File: config.mk
export PLATFORM = sky130hd
export DESIGN_NAME = cdc_fifo_src_arbiter
export DESIGN_NICKNAME = d
export VERILOG_FILES = /design/src/rtl/cdc_fifo_arb_pkg.sv /design/src/rtl/cdc_fifo_rr_pick.sv /design/src/rtl/cdc_fifo_src_arbiter.sv
export SDC_FILE = /design/constraint.sdc
export NUM_CORES = 1
export LEC_CHECK = 0
export CORE_ASPECT_RATIO = 0.7
export CORE_MARGIN = 2
export CORE_UTILIZATION = 23
export DETAILED_ROUTE_END_ITERATION = 7
export GPL_ROUTABILITY_DRIVEN = 0
export HOLD_SLACK_MARGIN = 0.12
export PLACE_DENSITY = 0.8
export REMOVE_ABC_BUFFERS = 1
export SKIP_CTS_REPAIR_TIMING = 1
export SLEW_MARGIN = 20
export SYNTH_ARGS = -nofsm -noshare
export SYNTH_HDL_FRONTEND = slang
export SYNTH_SLANG_ARGS = --single-unit
File: constraint.sdc
create_clock -name src_clk_i -period 2.6 [get_ports src_clk_i]
set_input_delay 0.39 -clock src_clk_i [delete_from_list [all_inputs] [get_ports src_clk_i]]
set_output_delay 0.39 -clock src_clk_i [all_outputs]
set_load 0.01 [all_outputs]
File: src/rtl/cdc_fifo_arb_pkg.sv
// Shared types for the source-side CDC FIFO arbiter.
package cdc_fifo_arb_pkg;

  typedef enum logic [2:0] {
    ARB      = 3'd0,
    HOLD     = 3'd1,
    CLR      = 3'd2,
    CLR_WAIT = 3'd3,
    ACK      = 3'd4
  } arb_state_e;

endpackage

File: src/rtl/cdc_fifo_rr_pick.sv
// Cyclic priority pick: first valid requester at or after the pointer.
module cdc_fifo_rr_pick #(
  parameter int unsigned NumReq = 4,
  localparam int unsigned IdxWidth = $clog2(NumReq)
) (
  input  logic [NumReq-1:0]   valid,
  input  logic [IdxWidth-1:0] ptr,
  output logic [IdxWidth-1:0] idx,
  output logic                any_valid
);

  int unsigned cand_s;

  // Scan requesters starting at the pointer, wrapping modulo NumReq.
  always_comb begin
    idx       = '0;
    any_valid = 1'b0;
    cand_s    = 0;
    for (int unsigned i = 0; i < NumReq; i++) begin
      cand_s = (int'(ptr) + i) % NumReq;
      if (!any_valid && valid[cand_s]) begin
        idx       = IdxWidth'(cand_s);
        any_valid = 1'b1;
      end else begin
        any_valid = any_valid;
      end
    end
  end

endmodule

File: src/rtl/cdc_fifo_src_arbiter.sv
// Round-robin sharing of a CDC FIFO source port with flush sequencing.
module cdc_fifo_src_arbiter
  import cdc_fifo_arb_pkg::*;
#(
  parameter int unsigned NumReq = 4,
  parameter type T = logic [31:0],
  localparam int unsigned IdxWidth = $clog2(NumReq)
) (
  input  logic                  src_clk_i,
  input  logic                  src_rst_ni,
  input  logic [NumReq-1:0]     req_valid_i,
  input  T     [NumReq-1:0]     req_data_i,
  output logic [NumReq-1:0]     req_ready_o,
  input  logic                  flush_req_i,
  output logic                  flush_ack_o,
  output logic                  fifo_valid_o,
  output T                      fifo_data_o,
  input  logic                  fifo_ready_i,
  output logic                  fifo_clear_o,
  input  logic                  fifo_clear_pending_i,
  output logic [IdxWidth-1:0]   gnt_idx_o
);

  arb_state_e          state_r;
  logic [IdxWidth-1:0] ptr_r;
  logic [IdxWidth-1:0] hold_idx_r;
  logic                seen_pending_r;
  logic                clear_r;
  logic                ack_r;

  logic [IdxWidth-1:0] pick_idx_s;
  logic                pick_any_s;
  logic [IdxWidth-1:0] gnt_s;
  logic                gnt_valid_s;

  function automatic logic [IdxWidth-1:0] rr_next(input logic [IdxWidth-1:0] i);
    if (i == IdxWidth'(NumReq - 1)) begin
      return '0;
    end else begin
      return i + IdxWidth'(1);
    end
  endfunction

  cdc_fifo_rr_pick #(.NumReq(NumReq)) u_pick (
    .valid     (req_valid_i),
    .ptr       (ptr_r),
    .idx       (pick_idx_s),
    .any_valid (pick_any_s)
  );

  // Grant selection: live pick in ARB, latched index in HOLD, none elsewhere.
  always_comb begin
    gnt_s       = '0;
    gnt_valid_s = 1'b0;
    case (state_r)
      ARB: begin
        if (flush_req_i || fifo_clear_pending_i) begin
          gnt_valid_s = 1'b0;
        end else begin
          gnt_s       = pick_idx_s;
          gnt_valid_s = pick_any_s;
        end
      end
      HOLD: begin
        if (flush_req_i) begin
          gnt_valid_s = 1'b0;
        end else begin
          gnt_s       = hold_idx_r;
          gnt_valid_s = 1'b1;
        end
      end
      default: begin
        gnt_valid_s = 1'b0;
      end
    endcase
  end

  // Drive the FIFO and requester handshake from the current grant.
  always_comb begin
    req_ready_o  = '0;
    fifo_valid_o = gnt_valid_s;
    fifo_data_o  = '0;
    gnt_idx_o    = '0;
    if (gnt_valid_s) begin
      req_ready_o[gnt_s] = fifo_ready_i;
      fifo_data_o        = req_data_i[gnt_s];
      gnt_idx_o          = gnt_s;
    end else begin
      req_ready_o = '0;
    end
  end

  assign fifo_clear_o = clear_r;
  assign flush_ack_o  = ack_r;

  // Control FSM; clear and ack pulses are registered alongside the state.
  always_ff @(posedge src_clk_i or negedge src_rst_ni) begin
    if (!src_rst_ni) begin
      state_r        <= ARB;
      ptr_r          <= '0;
      hold_idx_r     <= '0;
      seen_pending_r <= 1'b0;
      clear_r        <= 1'b0;
      ack_r          <= 1'b0;
    end else begin
      clear_r <= 1'b0;
      ack_r   <= 1'b0;
      case (state_r)
        ARB: begin
          if (flush_req_i) begin
            state_r <= CLR;
            clear_r <= 1'b1;
          end else if (!fifo_clear_pending_i && pick_any_s) begin
            if (fifo_ready_i) begin
              ptr_r <= rr_next(pick_idx_s);
            end else begin
              hold_idx_r <= pick_idx_s;
              state_r    <= HOLD;
            end
          end
        end
        HOLD: begin
          if (flush_req_i) begin
            state_r <= CLR;
            clear_r <= 1'b1;
          end else if (fifo_ready_i) begin
            ptr_r   <= rr_next(hold_idx_r);
            state_r <= ARB;
          end
        end
        CLR: begin
          seen_pending_r <= 1'b0;
          state_r        <= CLR_WAIT;
        end
        CLR_WAIT: begin
          if (fifo_clear_pending_i) begin
            seen_pending_r <= 1'b1;
          end
          // Wait for the far side to raise and then drop its pending flag.
          if (seen_pending_r && !fifo_clear_pending_i) begin
            state_r <= ACK;
            ack_r   <= 1'b1;
          end
        end
        ACK: begin
          state_r <= ARB;
        end
        default: begin
          state_r <= ARB;
        end
      endcase
    end
  end

endmodule

======== Word-level counts from Yosys, hierarchy flattened ========
Cells that the tools add are included.
storage, ports and cells
  bits in registers ....................... 10
  logic and storage cells ................. 104
  input port bits ......................... 137
  output and inout port bits .............. 41
operators by class
  order comparisons ....................... 6
  $add $sub $neg .......................... 5
  bitwise gates (word level) .............. 3
  multiplexer cells ....................... 50
  reduce and logical (&&, ||, !) cells .... 19
  eq/ne operators ......................... 15
operators by type and width
  kind                   count
  $bmux W32 S2           1
  $mux W32               2
  $mux W2                14
  $mux W3                6
  $mux W1                16
  $lt A2 B3 Y1 const B   5
  $ne A2 B2 Y1 const B   7
  $pmux W3 S4            1
  $ne A3 B3 Y1 const B   3
  $bmux W1 S2            4
  $pmux W2 S2            2
  $reduce_and A4 Y1      2
  $add A2 B1 Y2 const B  3
  $eq A3 B2 Y1 const B   2
  $logic_and A1 B1 Y1    6
  $reduce_and A6 Y1      1
  $add A2 B2 Y2 const B  2
  $and A4 B4 Y4          1
  $eq A2 B2 Y1 const B   2
  $logic_not A1 Y1       4
  $mux W4                1
  $pmux W1 S2            2
  $reduce_bool A2 Y1     2
  $eq A3 B1 Y1 const B   1
  other kinds (7)        8

======== Longest topological paths before layout ========
Gate-level depths: netlist of run 1.
  depth in word-level cells ............... 20
  mapped depth ............................ 8
  depth with buffers taken out ............ 6

======== By module ========
A second synthesis of run 1 with hierarchy kept.
unflattened totals
  cell total of the unflattened synthesis .. 189
  area, all modules ....................... 1625.3 um^2
modules (own cells, without submodules)
  module                instances  cells each  sequential area each (um^2)  area each (um^2)
  cdc_fifo_src_arbiter  1          174         250.2                        1547.7
  cdc_fifo_rr_pick      1          15          0.0                          77.6

======== Worst setup path before layout of run 1 ========
No wires, ideal clock.
  path kind ............................... reg-to-output
  start point ............................. reg state_r[1]
  end point ............................... out fifo_data_o[0] in the netlist's numbering
  arrival time ............................ 2396 ps
  setup slack ............................. -186 ps
  buffers on the path ..................... 2
  required time ........................... 2210 ps
  stages on the path, launching flop included .. 9
  cell sequence ........................... dfrtp_1 -> or3_1 -> or3_4 -> or4_4 -> nand2_2 -> nor2b_1 -> buf_6 -> buf_6 -> a221o_1
RTL lines
  what                      line                         source
  start: declaration        cdc_fifo_src_arbiter.sv:24   arb_state_e state_r;
  start signal: assignment  cdc_fifo_src_arbiter.sv:99   state_r <= ARB;
  start signal: assignment  cdc_fifo_src_arbiter.sv:111  state_r <= CLR;
  start signal: assignment  cdc_fifo_src_arbiter.sv:118  state_r <= HOLD;
  end: declaration          cdc_fifo_src_arbiter.sv:17   output T fifo_data_o,

==> flow_metrics.py, run 1 <==
metrics = {
    "timing": {
        "clock_skew_ns": 0.00325,
        "fin_crit_ns": 3.27,
        "final_hold_viol_count": 0,
        "post-route-period-util_pct": 126,
        "worst_slack_ns": -0.674,
        "fmax_mhz": 305,
        "setup_viol": 35,
        "worst_pin_slew_ns": 0.550,
        "rsz0062_at_grt": "true",
        "maxSlewHeadroom_pct": 63.0,
        "finalSetupTns_ns": -20.20,
        "slew_violations": 0,
    },
    "route": {
        "finalWirelength_mm": 8.95,
        "viasPerCell": 5.24,
        "wire_per_inst_um": 19.9,
        "drt_iter0_drc": 138,
        "drt.antenna.violating_nets": 0,
        "wl_met1_mm": 3.61,
        "drt-pass1-iter-count": 5,
        "routed.top_layer": "met4",
        "dr_total_vias": 2357,
        "wl_met2_mm": 4.36,
        "wl_met3_um": 861,
        "drc": 0,
    },
    "clock_tree": {
        "cts_tree": "done",
        "cts_root_buf": "clkbuf_8",
        "cts_buffers": 3,
        "cts_max_level": 1,
        "cts_max_path_buffers": 2,
        "clock-sinks": 10,
        "clk_pin_slew_ns": 0.05,
        "clkLatencyLatePin_ns": 0.24,
    },
    "synthesis": {
        "yosysWarnings": 0,
        "netlist_area_mm2": 0.00136,
        "synth_seq_area_share_pct": 18.4,
        "syn_inst": 155,
        "synth_seq_cells": 10,
        "synth_cell_type_count": 37,
        "syn-mean-instance-area_um2": 8.78,
    },
    "setup_path": {
        "worstPathRequired_ns": 2.21,
        "cp-start-kind": "flip-flop",
        "reg2reg_setup_slack_ns": 0.47,
        "worst-endpoint-arrival_ns": 2.88,
        "cp_max_fo": 5,
        "path_class": "flip-flop to primary output",
        "endpoint_kind": "primary output",
    },
    "grt": {
        "grt_pass1_vias": 2102,
        "grt.overflow.total": 0,
        "grtUsageTotal_pct": 22.5,
        "grt_max_degree": 26,
        "antenna_found_initial": 1,
        "grt_pass1_wl_mm": 11.1,
    },
    "die": {
        "die-area_mm2": 0.00656,
        "pin_count": 178,
        "design.core.area_mm2": 0.00573,
        "start_util_pct": 23.8,
        "fp.dieW_um": 96.0,
        "die_h_um": 68.4,
        "num_rows": 23,
    },
    "finish": {
        "instances_no_fill": 450,
        "drive_above_1_share_pct": 29.7,
        "area_delta_synth_final_pct": 172,
        "final_nets": 513,
    },
    "placed_design": {
        "preCtsSetupSlack_ns": -1.07,
        "dp_hpwl_mm": 6.58,
        "io_buffers": 177,
        "dp_cells": 424,
    },
    "run_status": {
        "status": "complete, but fails checks",
        "violations": "setup timing",
    },
    "min_path": {
        "worstHoldPathType": "input pin to async pin",
    },
    "job": {
        "drv_cap": 0,
    },
    "power": {
        "power.density_mw_per_mm2": 556,
        "peakVddDrop_mv": 0.253,
        "p_leak_uw": 0.00167,
    },
}
## path summary, 6_finish.rpt
kind / start / endpoint / cells after the start
hold / removal: src_rst_ni / state_r[1] / 1
hold reg to reg: state_r[2] / state_r[1] / 2
min in group src_clk_i: flush_req_i / fifo_clear_o / 3
setup reg to reg: state_r[2] / hold_idx_r[0] / 5
max in group asynchronous: src_rst_ni / state_r[2] / 1
setup / recovery: state_r[2] / fifo_data_o[28] / 10
## critical path, cell delays in order (launching register included)
cell and delay (ns):
dfrtp_1 0.38, or3_4 0.40, or3_4 0.35, or4_4 0.54
o21ai_4 0.22, buf_6 0.15, buf_6 0.09, buf_6 0.11
a22o_1 0.12, a221o_1 0.15, buf_2 0.15
## synth_stat cells (all sizes together)
library cell | n | area [um2]
nand2b | 3 | 18.8
or3 | 2 | 17.5
nor3b | 1 | 7.51
and2 | 1 | 6.26
xnor2 | 1 | 8.76
nand3 | 3 | 15.0
a211oi | 3 | 22.5
nand4 | 1 | 6.26
nand2 | 5 | 21.3
o21ai | 3 | 22.5
mux2i | 4 | 40.0
and3b | 1 | 8.76
dfrtp | 10 | 250
nor2b | 3 | 18.8
and3 | 2 | 12.5
o22ai | 1 | 6.26
nor3 | 4 | 20.0
or4 | 2 | 18.8
clkbuf | 4 | 15.0
a221o | 32 | 320
o21ba | 1 | 10.0
a22o | 32 | 280
o21a | 1 | 7.51
o32ai | 1 | 8.76
inv | 4 | 15.0
nor2 | 10 | 37.5
nor4 | 2 | 12.5
mux2 | 1 | 11.3
a21oi | 6 | 33.8
buf | 10 | 75.1
ha | 1 | 12.5
## layout by cell type (no fill, tap or decap), types with 4 or more instances in the layout
master / synthesis / routed
a22o_1: 32 / 32
dfrtp_1: 10 / 10
nor2_1: 10 / 9
a221o_1: 32 / 32
mux2i_1: 4 / 4
buf_2: 6 / 25
buf_4: 0 / 31
nor3_1: 4 / 4
buf_6: 4 / 20
clkdlybuf4s50_1: 0 / 136
clkbuf_8: 0 / 4
dlymetal6s2s_1: 0 / 5
a21oi_1: 5 / 4
clkbuf_2: 0 / 4
inv_1: 4 / 4
## where the power goes
group / total (uW) / switching (uW) / internal (uW)
Sequential: 264 / 44.7 / 220
Combinational: 1600 / 713 / 890
Clock: 193 / 60.3 / 133
## per-layer routing
layer	vias to the layer above	global-route usage (%)
li1	1103	-
met1	1102	30.5
met2	136	35.6
met3	16	7.93
met4	0	2.32
met5	-	0
## metrics by stage
stage	total power (uW)	utilization, %	hold WS, ns	area [um2]
after global placement	1780	59.6	0.526	3420
after global routing	2190	64.7	0.517	3700
final	2060	64.7	0.475	3710
after CTS	2020	60.6	0.484	3470
after floorplan	915	-	0.0944	1270
after detailed placement	1800	59.6	0.537	3420
## cell families after synthesis
group	share of synthesized area, %
fa+ha+maj	0.919
flops	18.4
xor+xnor	0.643
compound gates	52.3
mux	3.77
simple gates	16.3
buf+inv	7.72
## sequential cells by signal, indices dropped and copies added, names as in the netlist
register	cells
hold_idx_r	2
ptr_r	2
fifo_clear_o	1
seen_pending_r	1
flush_ack_o	1
state_r	3
## cell type report
cell class	instances	area, um2
inverter	4	15.0
sequential	10	250
fill	452	2020
clock buffer	4	55.1
multi-input combinational	127	1100
tap	75	93.8
antenna	1	2.50
timing repair buffer	229	2190
Power figures use the tool's default switching activity.
==> run 2, diff against run 1 <==
--- a/config.mk
+++ b/config.mk
@@ -5,6 +5,7 @@
 export SDC_FILE = /design/constraint.sdc
 export NUM_CORES = 1
 export LEC_CHECK = 0
+export CAP_MARGIN = 20
 export CORE_ASPECT_RATIO = 0.7
 export CORE_MARGIN = 2
 export CORE_UTILIZATION = 23
==> constraint.sdc (replaced) <==
create_clock -name src_clk_i -period 2.79 [get_ports src_clk_i]
set_input_delay 0.4185 -clock src_clk_i [delete_from_list [all_inputs] [get_ports src_clk_i]]
set_output_delay 0.4185 -clock src_clk_i [all_outputs]
set_load 0.01 [all_outputs]
==> run 2 against run 1 <==
Worst setup slack better by 0.11 ns. Routed wire length down 3.4%. Largest cell class unchanged. Largest power group unchanged. Hold slack improved by 0.037 ns. Final area is 2.0% lower. The flow still finishes with violations (setup timing). Non-clock buffer count decreased by 6. Count of clock-buffer cells in the layout stayed put.
==> flow_metrics.py, run 2 (synthesis gave the netlist of run 1 again) <==
metrics = {
    "route": {
        "drt-pass1-iter-count": 4,
        "wire_per_inst_um": 19.5,
        "dr_total_vias": 2328,
        "drt_iter0_drc": 134,
        "drt.antenna.violating_nets": 0,
        "viasPerCell": 5.24,
        "finalWirelength_mm": 8.65,
        "drc": 0,
    },
    "die": {
        "die_h_um": 68.4,
        "num_rows": 23,
        "fp.dieW_um": 96.0,
        "pin_count": 178,
        "die-area_mm2": 0.00656,
        "design.core.area_mm2": 0.00573,
        "start_util_pct": 23.8,
    },
    "setup_path": {
        "crit_start": "state_r[2]",
        "cp-start-kind": "flip-flop",
        "worstPathRequired_ns": 2.37,
        "max_stage_delay_ns": 0.54,
        "r2r-start": "state_r[2]",
        "cp_max_fo": 8,
        "worst_r2r_path_depth": 5,
        "endpoint_kind": "primary output",
        "r2r-end": "hold_idx_r[0]",
        "slowest_stage": "or4_4",
        "reg2reg_setup_slack_ns": 0.68,
        "worst-endpoint-arrival_ns": 2.94,
        "cp_cell_sequence": "or3_4 -> or3_4 -> or4_4 -> nand2_2 -> nor2b_4 -> buf_4 -> and3_1 -> clkdlybuf4s50_1",
        "path_class": "flip-flop to primary output",
        "path_common_cell": "or3_4",
    },
    "timing": {
        "fmax_mhz": 298,
        "worst_slack_ns": -0.568,
        "finalSetupTns_ns": -15.84,
        "post-route-period-util_pct": 120,
        "final_hold_viol_count": 0,
        "worst_pin_slew_ns": 0.538,
        "setup_viol": 37,
        "fin_crit_ns": 3.36,
        "clock_skew_ns": 0.00425,
        "slew_violations": 0,
        "rsz0062_at_grt": "true",
        "maxSlewHeadroom_pct": 63.8,
    },
    "finish": {
        "area_delta_synth_final_pct": 167,
        "final_common_cell": "clkdlybuf4s50_1",
        "final_nets": 507,
        "drive_above_1_share_pct": 27.4,
        "top_register": "state_r",
        "largest_register_ffs": 3,
        "reg.largest.list": "state_r: 3 flops, hold_idx_r: 2 flops, ptr_r: 2 flops",
        "layout_common_cells": "clkdlybuf4s50_1, a22o_1, a221o_1",
    },
    "clock_tree": {
        "clk_pin_slew_ns": 0.05,
        "clkLatencyLatePin_ns": 0.24,
        "clock-sinks": 10,
        "cts_tree": "done",
        "cts_buffers": 3,
        "cts_max_level": 1,
        "cts_max_path_buffers": 2,
        "cts_root_buf": "clkbuf_8",
    },
    "min_path": {
        "worstHoldPathType": "input pin to async pin",
    },
    "power": {
        "p_switching_uw": 741,
        "seq_power_share_pct": 13.9,
        "combPwrFrac_pct": 76.3,
        "clkPwrFrac_pct": 9.8,
        "swShare_pct": 39.6,
        "peakVddDrop_mv": 0.259,
        "power.density_mw_per_mm2": 515,
        "p_int_uw": 1130,
        "p_leak_uw": 0.00163,
    },
    "placed_design": {
        "dp_hpwl_mm": 6.60,
        "preCtsSetupSlack_ns": -1.01,
        "io_buffers": 177,
    },
    "grt": {
        "grt_pass1_wl_mm": 10.9,
        "grt_pass1_vias": 2063,
        "grtUsageTotal_pct": 22.2,
        "grt_max_degree": 26,
        "antenna_found_initial": 1,
        "grt.overflow.total": 0,
    },
    "job": {
        "drv_cap": 0,
    },
    "run_status": {
        "violations": "setup timing",
        "status": "complete, but fails checks",
    },
}
==> run 2: changes by cell type in the layout (fill, tap and decap cells not counted), sizes merged <==
cell           delta
buf               -3
clkbuf            -6
clkdlybuf4s50     +3
==> run 2: layout make-up <==
cell class / count / area, um2
diodes: 1 / 2.50
clock buffers: 4 / 55.1
fillers: 489 / 2090
inverters: 4 / 15.0
multi-input cells: 127 / 1080
flip-flops and latches: 10 / 250
well taps: 75 / 93.8
repair buffers: 223 / 2130
==> run 2: power groups by stage <==
stage | sequential [uW] | combinational, uW | clock [uW]
2_1_floorplan | 270 | 583 | 0
3_3_place_gp | 252 | 1400 | 0
3_5_place_dp | 257 | 1420 | 0
4_1_cts | 256 | 1430 | 187
5_1_grt | 266 | 1530 | 194
6_report | 260 | 1430 | 184
==> run 2: stage by stage <==
stage / total power (uW) / instance area, um2 / utilization [%] / hold slack [ns] / std cells
global placement: 1650 / 3400 / 59.4 / 0.527 / 422
floorplan: 852 / 1270 / - / 0.123 / 141
detailed placement: 1670 / 3400 / 59.4 / 0.538 / 422
global route: 1990 / 3630 / 63.4 / 0.560 / 443
CTS: 1870 / 3460 / 60.3 / 0.522 / 426
finish: 1870 / 3630 / 63.4 / 0.512 / 444
==> run 2: metal layers <==
layer | track usage (%) | routed length (um)
met1 | 30.0 | 3400
met2 | 33.3 | 4280
met3 | 7.93 | 815
met4 | 6.07 | 152
met5 | 0 | 0
==> run 2: how the worst max path moves through the flow <==
stage	to	slack (ns)	cells after the start
floorplan	fifo_data_o[0]	-1.39	4
global placement	fifo_data_o[28]	-0.89	9
detailed placement	fifo_data_o[28]	-1.01	9
CTS	fifo_data_o[28]	-1.03	9
global route	fifo_data_o[10]	-0.64	10
finish	req_ready_o[2]	-0.57	8
==> run 2: worst max-delay path: cells and delay by family, from the launching register on <==
kind,cells,cell delay (ns)
simple gates,6,1.69
buf+inv,2,0.63
flops,1,0.37
==> run 3, diff against run 2 <==
--- a/config.mk
+++ b/config.mk
@@ -9,6 +9,7 @@
 export CORE_ASPECT_RATIO = 0.7
 export CORE_MARGIN = 2
 export CORE_UTILIZATION = 23
+export CTS_CLUSTER_DIAMETER = 80
 export DETAILED_ROUTE_END_ITERATION = 7
 export GPL_ROUTABILITY_DRIVEN = 0
 export HOLD_SLACK_MARGIN = 0.12
==> results of run 3 <==
Same layout as run 2: the final DEF is identical, and so are final timing and power.
